[config.mk]
export PLATFORM = sky130hd
export DESIGN_NAME = wb_scheduler
export DESIGN_NICKNAME = d
export VERILOG_FILES = /design/src/rtl/wb_scheduler.sv
export SDC_FILE = /design/constraint.sdc
export NUM_CORES = 1
export LEC_CHECK = 0
export ABC_CLOCK_PERIOD_IN_PS = 2400
export BUFFER_PORTS_ARGS = -buffer_cell sky130_fd_sc_hd__buf_2
export CORE_ASPECT_RATIO = 0.7
export CORE_MARGIN = 10
export CORE_UTILIZATION = 35
export DETAILED_ROUTE_END_ITERATION = 8
export PLACE_DENSITY_LB_ADDON = 0.2
export SYNTH_ARGS = -nofsm -noshare
export SYNTH_HDL_FRONTEND = slang
export SYNTH_SLANG_ARGS = --single-unit
[constraint.sdc]
create_clock -name clk -period 2.4 [get_ports clk]
set_input_delay 0.12 -clock clk [delete_from_list [all_inputs] [get_ports clk]]
set_output_delay 0.12 -clock clk [all_outputs]
set_load 0.01 [all_outputs]
[src/rtl/wb_scheduler.sv]
// Write-back scheduler: up to seven result sources share one register-bank write port.
// Define WB_RR_EN for round-robin arbitration; otherwise fixed priority, lowest index wins.
module wb_scheduler #(
  parameter int N_SRC = 7,
  parameter int REG_W = 5
) (
  input  logic                   clk,
  input  logic                   reset,
  input  logic [N_SRC-1:0]       req,
  input  logic [N_SRC*REG_W-1:0] req_rd,
  output logic [N_SRC-1:0]       req_ready,
  input  logic                   stall,
  output logic [2:0]             wd_sel,
  output logic                   reg_write,
  output logic [REG_W-1:0]       write_reg,
  output logic [N_SRC-1:0]       wb_done,
  output logic                   busy
);

  logic [N_SRC-1:0] pending_q, pending_d;
  logic [REG_W-1:0] rd_q [N_SRC];
  logic [REG_W-1:0] rd_d [N_SRC];
  logic [2:0]       wd_sel_q, wd_sel_d;
  logic [REG_W-1:0] write_reg_q, write_reg_d;
  logic             reg_write_q, reg_write_d;
  logic [N_SRC-1:0] wb_done_q, wb_done_d;
  logic             grant;
  logic [2:0]       win;

  assign grant = !stall && (|pending_q);

`ifdef WB_RR_EN
  logic [2:0] ptr_q, ptr_d;
  logic [3:0] idx;
  logic       found;

  // Search upward from the pointer, wrapping at N_SRC.
  always_comb begin
    win   = '0;
    found = 1'b0;
    idx   = '0;
    for (int k = 0; k < N_SRC; k++) begin
      idx = {1'b0, ptr_q} + 4'(k);
      if (idx >= 4'(N_SRC)) idx = idx - 4'(N_SRC);
      if (!found && pending_q[idx[2:0]]) begin
        found = 1'b1;
        win   = idx[2:0];
      end
    end
    ptr_d = ptr_q;
    if (grant) ptr_d = (win == 3'(N_SRC - 1)) ? 3'd0 : win + 3'd1;
  end

  always_ff @(posedge clk or posedge reset) begin
    if (reset) ptr_q <= '0;
    else       ptr_q <= ptr_d;
  end
`else
  always_comb begin
    win = '0;
    for (int i = N_SRC - 1; i >= 0; i--) begin
      if (pending_q[i]) win = 3'(i);
    end
  end
`endif

  always_comb begin
    pending_d   = pending_q;
    wd_sel_d    = wd_sel_q;
    write_reg_d = write_reg_q;
    reg_write_d = 1'b0;
    wb_done_d   = '0;
    for (int i = 0; i < N_SRC; i++) begin
      rd_d[i] = rd_q[i];
      if (req[i] && !pending_q[i]) begin
        pending_d[i] = 1'b1;
        rd_d[i]      = req_rd[REG_W*i +: REG_W];
      end
    end
    // The winner is already pending, so capture above never touches its slot.
    if (grant) begin
      pending_d[win] = 1'b0;
      wd_sel_d       = win;
      write_reg_d    = rd_q[win];
      wb_done_d[win] = 1'b1;
      reg_write_d    = |rd_q[win];
    end
  end

  always_ff @(posedge clk or posedge reset) begin
    if (reset) begin
      pending_q   <= '0;
      wd_sel_q    <= '0;
      write_reg_q <= '0;
      reg_write_q <= 1'b0;
      wb_done_q   <= '0;
      for (int i = 0; i < N_SRC; i++) rd_q[i] <= '0;
    end else begin
      pending_q   <= pending_d;
      wd_sel_q    <= wd_sel_d;
      write_reg_q <= write_reg_d;
      reg_write_q <= reg_write_d;
      wb_done_q   <= wb_done_d;
      for (int i = 0; i < N_SRC; i++) rd_q[i] <= rd_d[i];
    end
  end

  assign req_ready = ~pending_q;
  assign busy      = |pending_q;
  assign wd_sel    = wd_sel_q;
  assign write_reg = write_reg_q;
  assign reg_write = reg_write_q;
  assign wb_done   = wb_done_q;

endmodule

# == Yosys cells after proc, flatten, opt, wreduce, memory -nomap -nowiden ==
# Index checks and enable logic that the tools add are counted.
# word_totals
register_bits,58
inputBits,45
word_cells,60
# classes
order_cmp,3
muxes,22
bitwise,4
n_reduce_logical,19
# op_table
cell,n
3-bit 2-to-1 mux,7
5-bit binary-select mux with 3-bit select,1
7-bit 2-to-1 mux,2
7-bit inverter,2
5-bit 2-to-1 mux,2
1-bit logical AND,9
1-bit 2-to-1 mux,9
1-bit zero test,8
7-bit bitwise AND,1
7-bit OR reduction,1
5-bit OR reduction,1
4-bit >= comparator (second input constant),1
3-bit by 4-bit less-than comparator with 1-bit output (second input constant),1
3-bit inverter with 4-bit output,1
1-bit demux with 3-bit select,1
3-bit by 1-bit >= comparator with 1-bit output (second input constant),1

# == Longest topological paths before layout ==
# Gate-level depths: netlist of the first run.
# depth
depth_word,14
ltp_mapped,8
mapped_depth_nobuf,6

# == Worst setup path after synthesis of the first run ==
# OpenSTA, ideal clock, no wires.
# synth_path
path_type,register to register
from,register pending_q[0]
to,register reg_write_q (netlist: reg_write)
arrival_ns,1.752
setup_slack_ns,0.566
path_stages_with_launch,8
n_path_buf,1
period_less_slack_ns,1.834
cell_sequence,dfrtp_1 > buf_6 > or4_4 > nor2_8 > a211oi_1 > o32ai_2 > nor2_1 > a31oi_1
# synth_between
elab_chain_cells,7
# synth_rtl
item,line,text
"start, declared",20,"logic [N_SRC-1:0] pending_q, pending_d;"
"start signal, assigned",99,pending_q <= pending_d;
3-bit 2-to-1 mux,62,if (pending_q[i]) win = 3'(i);
3-bit inverter with 4-bit output (implied by the code),86,reg_write_d = |rd_q[win];
5-bit binary-select mux with 3-bit select,86,
5-bit 2-to-1 mux (implied by the code) (2 in a row),86,
5-bit OR reduction,86,
1-bit 2-to-1 mux *,81,if (grant) begin
via reg_write_d,25,"logic reg_write_q, reg_write_d;"
"end signal, assigned",102,reg_write_q <= reg_write_d;
"end, declared",25,
# The timed path passes the listed nets; every way through them passes the cells marked *. The select of a mux whose other input is x is not followed.
# A chain may end at the register's enable or synchronous reset.

# == Final worst setup path of the first run ==
# layout_path
from,register pending_q[5]
to,register reg_write_q (netlist: reg_write)
# layout_between
elab_chain_cells,12
# layout_rtl
item,line
3-bit 2-to-1 mux (6 in a row),62
3-bit inverter with 4-bit output (implied by the code),86
5-bit binary-select mux with 3-bit select,86
5-bit 2-to-1 mux (implied by the code) (2 in a row),86
5-bit OR reduction,86
1-bit 2-to-1 mux *,81
via reg_write_d,25
# Marked as above.

==> impl_metrics.ini, run 1 <==
[critical_path]
crit-reg2reg-capture = reg_write$_DFF_PP0_
start_kind = flop
setup.worst_path.class = flop to flop
worstReg2RegStart = pending_q[5]$_DFF_PP0_
worst-r2r-cell-count = 6
worst-endpoint-required_ns = 2.65
worst_ep_arrival_time_ns = 2.44
critical_path.slowest_cell = sky130_fd_sc_hd__dfrtp_1
critPathMaxStageDelay_ns = 0.51
worst_setup_path_end_kind = flop
worstPathCellList = or2_2 -> o31ai_2 -> a21oi_1 -> o32ai_2 -> nor2_1 -> a31oi_1
critical_path_peak_fanout = 15
reg2reg_slack_ns = 0.21

[timing]
max_slew.worst_pin.slew_ns = 0.7247
finalMaxSlewViolations = 0
grt_setup_unrepaired = false
final-hold-violation-count = 0
report.final.setup_viol = 0
fmax_mhz = 456.0
slew_headroom_pct = 51.69
finalHoldWorstSlack_ns = 0.01677
period_share_pct = 91.37
finClkSkew_ns = 0.008817
period_needed_ns = 2.193
fin_tns_setup_ns = 0

[yosys]
synth_sequential_area_ratio_pct = 53.51
number_of_enable_flip_flop_cells_after_synthesis = 0
yosysWarnings = 0
syn_area_um2 = 2713
yosys-top-cells-count = sky130_fd_sc_hd__dfrtp_1 (58), sky130_fd_sc_hd__mux2_2 (39), sky130_fd_sc_hd__nor2_1 (27)
synthCells = 234
synth.lib_cells_used.distinct = 40
ys_top_cells_by_area = sky130_fd_sc_hd__dfrtp_1 (54%), sky130_fd_sc_hd__mux2_2 (16%), sky130_fd_sc_hd__nor2_1 (3.7%)
synth_nets = 279
postSynthAreaPerCell_um2 = 11.59
synthMostInstantiatedCell = sky130_fd_sc_hd__dfrtp_1
post_synthesis_sequential_element_count = 58
synth_top_cell_area_share_pct = 53.51
top_flip_flop_cell_by_instance_count_after_synthesis = sky130_fd_sc_hd__dfrtp_1
yosys_top_cell_by_area = sky130_fd_sc_hd__dfrtp_1
async_reset_ff_share_pct = 100.0

[global_routing]
gr-usage-all-layers_pct = 13.50
grt_first_pass_wirelength_um = 12450
first_global_vias = 2342
grt_remaining_overflow = 0
grt_start_max_net_pins = 59
antenna_found_initial = 0

[clock_network]
clk_path_buf_depth = 2
post_cts.resized_instances = 0
cts_inserted_buffers = 9
cts_tree = built
clock_sinks = 58
clk-insertion-delay-late_ns = 0.34
cts.repair_timing.setup_buffer_count = 0
hold_buffers = 19
clk_transition_reported_paths_ns = 0.06
root_buffer = sky130_fd_sc_hd__clkbuf_8
cts-htree-levels = 3

[min_path]
hp-start = req_rd[3]
min_delay_path_depth = 2
hold_end = rd_q[33]$_DFFE_PP0P_
min-delay-path-class = primary input to flop

[flow_run]
cap_viol_max_count = 0

[final_layout]
multiInputGateArea_um2 = 1170
final_layout_size_suffix_gt1_share_pct = 41.64
finish.cell_count_without_fillers = 427
largest_register_ff_count = 35
largest_register_by_flop_count = rd_q
layout_overhead_on_the_synthesized_area_pct = 30.95
fillerInstances = 724
finalNetCount = 370
sequential_cell_area_um2 = 1451
diodes = 0

[power_and_ir_drop]
p_leak_nw = 1.623
seq_power_share_pct = 45.8
vdd_ir_drop_max_mv = 0.3615
intPower_w = 0.002158
swShare_pct = 28.85
cellPowerDensity_nw_per_um2 = 854.0
p_sw_w = 0.0008751
pwr-share-clk_pct = 30.4
pwr-share-comb_pct = 23.8

[floorplan]
die-height_um = 93.66
core_area_um2 = 7417
ios = 69
rows = 26
die_area_um2 = 11730
start_util_pct = 36.57
die_x_um = 125.2

[run_status]
run_status = finished, final reports clean

[routing]
dr.pass1.iters = 4
detailroute.via_count = 2084
drt_drc_violations_left = 0
routed_wirelength_um = 7637
route.detailed.wl_per_inst_um = 17.89
detail_route.vias_per_cell = 4.881
drtAntennaViolNets = 0
drt_first_iter_violations = 126

[placement]
port-buffer-count = 68
globalplace.congestion = 0.8091
hpwl_um = 5905
dp_cells = 392
-- worst max-delay path, delay by kind of cell (launching register included) --
kind | cells | cell delay [ns]
simple gates | 2 | 0.54
flops | 1 | 0.51
compound gates | 4 | 1.06
-- per-stage QoR --
step	setup WS (ns)	instance area, µm²	utilization [%]	power, W
global route	0.03598	3552	47.89	0.003220
CTS	0.2164	3542	47.76	0.003071
detailed placement	0.2532	3148	42.44	0.002113
floorplan	0.5659	2713	-	0.001832
finish	0.2070	3552	47.89	0.003033
global placement	0.2692	3148	42.44	0.002103
-- layout by cell type, fill, tap and decap left out, drive strengths merged, types with 9 or more instances in the layout --
master	netlist	routed
dlygate4sd3	0	20
buf	5	72
nor2	29	29
clkbuf	7	13
o21ai	9	9
a21oi	10	10
dfrtp	58	58
mux2	39	39
inv	9	9
nor2b	9	9
nand2	9	9
-- logic make-up after synthesis --
group,count (synthesis),share of synthesized area (%)
AO/OA/AOI/OAI,44,12.45
AND/OR/NAND/NOR,69,13.38
multiplexers,42,17.30
flip-flops,58,53.51
buffers and inverters,21,3.367
-- routing by layer --
metal / share of wire, % / wire length, µm / global-route usage (%) / vias to the layer above
met3: 6.5 / 495 / 5.753 / 8
met2: 40 / 3038 / 18.86 / 59
met1: 53 / 4031 / 18.53 / 997
li1: - / - / - / 1020
met5: 0 / 0 / 0 / -
met4: 0.94 / 72 / 3.728 / 0
-- worst max path at each step --
stage	startpoint	endpoint	slack [ns]	cells after the start
2_1_floorplan	pending_q[0]$_DFF_PP0_	reg_write$_DFF_PP0_	0.57	7
3_3_place_gp	pending_q[5]$_DFF_PP0_	reg_write$_DFF_PP0_	0.27	6
3_5_place_dp	pending_q[5]$_DFF_PP0_	reg_write$_DFF_PP0_	0.25	6
4_1_cts	pending_q[5]$_DFF_PP0_	reg_write$_DFF_PP0_	0.22	6
5_1_grt	pending_q[5]$_DFF_PP0_	reg_write$_DFF_PP0_	0.04	6
6_report	pending_q[5]$_DFF_PP0_	reg_write$_DFF_PP0_	0.21	6
-- power groups by stage --
stage | clock [W] | combinational [W] | sequential [W]
detailed placement | 0 | 0.000702 | 0.00141
global placement | 0 | 0.000692 | 0.00141
floorplan | 0 | 0.000487 | 0.00135
global route | 0.000992 | 0.000801 | 0.00143
CTS | 0.000948 | 0.000729 | 0.00139
finish | 0.000921 | 0.000722 | 0.00139
-- area by class of cell --
| cell class | instances | area share [%] |
|---|---|---|
| clock buffers | 13 | 4.755 |
| clock inverters | 2 | 0.9863 |
| inverters | 9 | 0.9510 |
| multi-input cells | 155 | 32.93 |
| flip-flops and latches | 58 | 40.86 |
| well taps | 98 | 3.452 |
| repair buffers | 92 | 16.06 |
(Power assumes the default switching activity.)
==> run 2: changes to the inputs <==
Settings changed: PLACE_DENSITY set to 0.63, PLACE_DENSITY_LB_ADDON 0.2 to not set.
==> run 2 against run 1 <==
Net effect: clock power decreased by 8.0%; count of clock-buffer cells in the layout shrank 4; die area unchanged; sequential power is essentially flat; fmax is 0.69% lower; critical path depth unchanged; cell count decreased by 0.70%; global-route usage is 0.25 points lower; clock skew shrank 0.0039 ns; utilization is 0.61 points lower; register-to-register slack got worse by 0.02 ns; worst hold slack worse by 0.0087 ns; largest cell class unchanged; largest power group unchanged.
==> impl_metrics.ini, run 2 (synthesis results as in run 1) <==
[run_status]
run_status = finished, final reports clean

[final_layout]
diodes = 0
final_common_cell = sky130_fd_sc_hd__buf_2
largest_register_by_flop_count = rd_q
finalNetCount = 366
final_layout_size_suffix_gt1_share_pct = 42.33
fillerInstances = 709
layout_overhead_on_the_synthesized_area_pct = 29.29
largest_register_ff_count = 35
most-common-layout-cells = sky130_fd_sc_hd__buf_2 (68), sky130_fd_sc_hd__dfrtp_1 (58), sky130_fd_sc_hd__mux2_2 (39)

[floorplan]
die_area_um2 = 11730
ios = 69
start_util_pct = 36.57
die-height_um = 93.66
die_x_um = 125.2
rows = 26
core_area_um2 = 7417

[routing]
dr.pass1.iters = 4
detail_route.vias_per_cell = 4.939
route.detailed.wl_per_inst_um = 17.94
routed_wirelength_um = 7608
drtAntennaViolNets = 0
drt_first_iter_violations = 128
detailroute.via_count = 2094
drt_drc_violations_left = 0

[power_and_ir_drop]
cellPowerDensity_nw_per_um2 = 842.5
p_leak_nw = 1.608
p_total_w = 0.002955
vdd_ir_drop_max_mv = 0.3300

[clock_network]
cts_inserted_buffers = 9
post_cts.resized_instances = 0
clk_path_buf_depth = 2
hold_buffers = 17
clk-insertion-delay-late_ns = 0.34
cts.repair_timing.setup_buffer_count = 0
clk_transition_reported_paths_ns = 0.06
cts_tree = built
root_buffer = sky130_fd_sc_hd__clkbuf_8
cts-htree-levels = 3
clock_sinks = 58

[min_path]
hp-start = req[2]
min_delay_path_depth = 3
hold_end = pending_q[2]$_DFF_PP0_
min-delay-path-class = primary input to flop

[global_routing]
first_global_vias = 2233
met1_usage_pct = 18.65
antenna_found_initial = 0
grt_start_max_net_pins = 32
gr-usage-all-layers_pct = 13.25
grt_first_pass_wirelength_um = 12140
globalRouteMet2Util_pct = 18.03
grt_remaining_overflow = 0
grt.met3_usage_pct = 4.907
gr-max-usage-layer = met1

[timing]
slew_headroom_pct = 53.56
max_slew.worst_pin.slew_ns = 0.6956
report.final.setup_viol = 0
fmax_mhz = 452.9
final-hold-violation-count = 0
finClkSkew_ns = 0.004898
period_share_pct = 92.01
period_needed_ns = 2.208
finalMaxSlewViolations = 0
grt_setup_unrepaired = false
fin_tns_setup_ns = 0

[critical_path]
critPathBufInv = 0
worst-endpoint-required_ns = 2.66
cp_top_family = compound AO/OA/AOI/OAI gates
critPathMaxStageDelay_ns = 0.52
setup.worst_path.class = flop to flop
critical_path_peak_fanout = 15
worstPathCellList = or2_2 -> o31ai_2 -> a21oi_1 -> o32ai_2 -> nor2_1 -> a31oi_1
worst-r2r-cell-count = 6
critical_path.slowest_cell = sky130_fd_sc_hd__dfrtp_1
worst_ep_arrival_time_ns = 2.46
worstReg2RegStart = pending_q[5]$_DFF_PP0_
worst_setup_path_end_kind = flop
start_kind = flop
crit-reg2reg-capture = reg_write$_DFF_PP0_
reg2reg_slack_ns = 0.19

[placement]
globalplace.congestion = 0.8757
port-buffer-count = 68
hpwl_um = 5838

[flow_run]
cap_viol_max_count = 0
## run 2: cell types whose count changed in the layout (fill, tap and decap cells not counted), sizes merged
cell and change:
buf -1, clkinv +5, clkbuf -4, dlygate4sd3 -3
## run 2: worst register-to-register path, cell delays in order, from the launching register on
cell,delay (ns)
sky130_fd_sc_hd__dfrtp_1,0.52
sky130_fd_sc_hd__or2_2,0.47
sky130_fd_sc_hd__o31ai_2,0.36
sky130_fd_sc_hd__a21oi_1,0.14
sky130_fd_sc_hd__o32ai_2,0.36
sky130_fd_sc_hd__nor2_1,0.08
sky130_fd_sc_hd__a31oi_1,0.20
## run 2: report_power, final
group          leakage, nW  internal [W]  switching, W
Combinational        0.818      0.000383      0.000332
Sequential           0.688       0.00122      0.000178
Clock                0.102      0.000467      0.000380
## run 2: worst max-delay path by stage
stage               depth (start not counted)                  end                   start
floorplan                                   7  reg_write$_DFF_PP0_  pending_q[0]$_DFF_PP0_
global placement                            6  reg_write$_DFF_PP0_  pending_q[5]$_DFF_PP0_
detailed placement                          6  reg_write$_DFF_PP0_  pending_q[5]$_DFF_PP0_
CTS                                         6  reg_write$_DFF_PP0_  pending_q[5]$_DFF_PP0_
global route                                6  reg_write$_DFF_PP0_  pending_q[5]$_DFF_PP0_
finish                                      6  reg_write$_DFF_PP0_  pending_q[5]$_DFF_PP0_
## run 2: cell type report
| class | count | area (µm²) | area share (%) |
|---|---|---|---|
| clock buffers | 9 | 123.9 | 3.532 |
| clock inverters | 7 | 60.06 | 1.712 |
| inverters | 9 | 33.78 | 0.9633 |
| multi-input cells | 155 | 1170 | 33.36 |
| flip-flops and latches | 58 | 1451 | 41.38 |
| well taps | 98 | 122.6 | 3.496 |
| repair buffers | 88 | 545.5 | 15.55 |
## run 2: per-stage QoR
stage                     utilization [%]  area, µm²  std cells  hold slack [ns]  setup slack (ns)
after floorplan                         -       2713        234           0.2043            0.5659
after global placement              42.51       3153        391           0.2625            0.2991
after detailed placement            42.51       3153        391           0.2681            0.2723
after CTS                           47.28       3507        424        0.0001548            0.2392
after global routing                47.28       3507        424         0.004564           0.06960
final                               47.28       3507        424         0.008101            0.1918
## run 2: metal layers
layer  routed length [µm]  vias to the layer above  part of all wire (%)
li1                     -                     1009                     -
met1                 3878                     1002                    51
met2                 3082                       70                    41
met3                  536                       13                   7.0
met4                  112                        0                   1.5
met5                    0                        -                     0
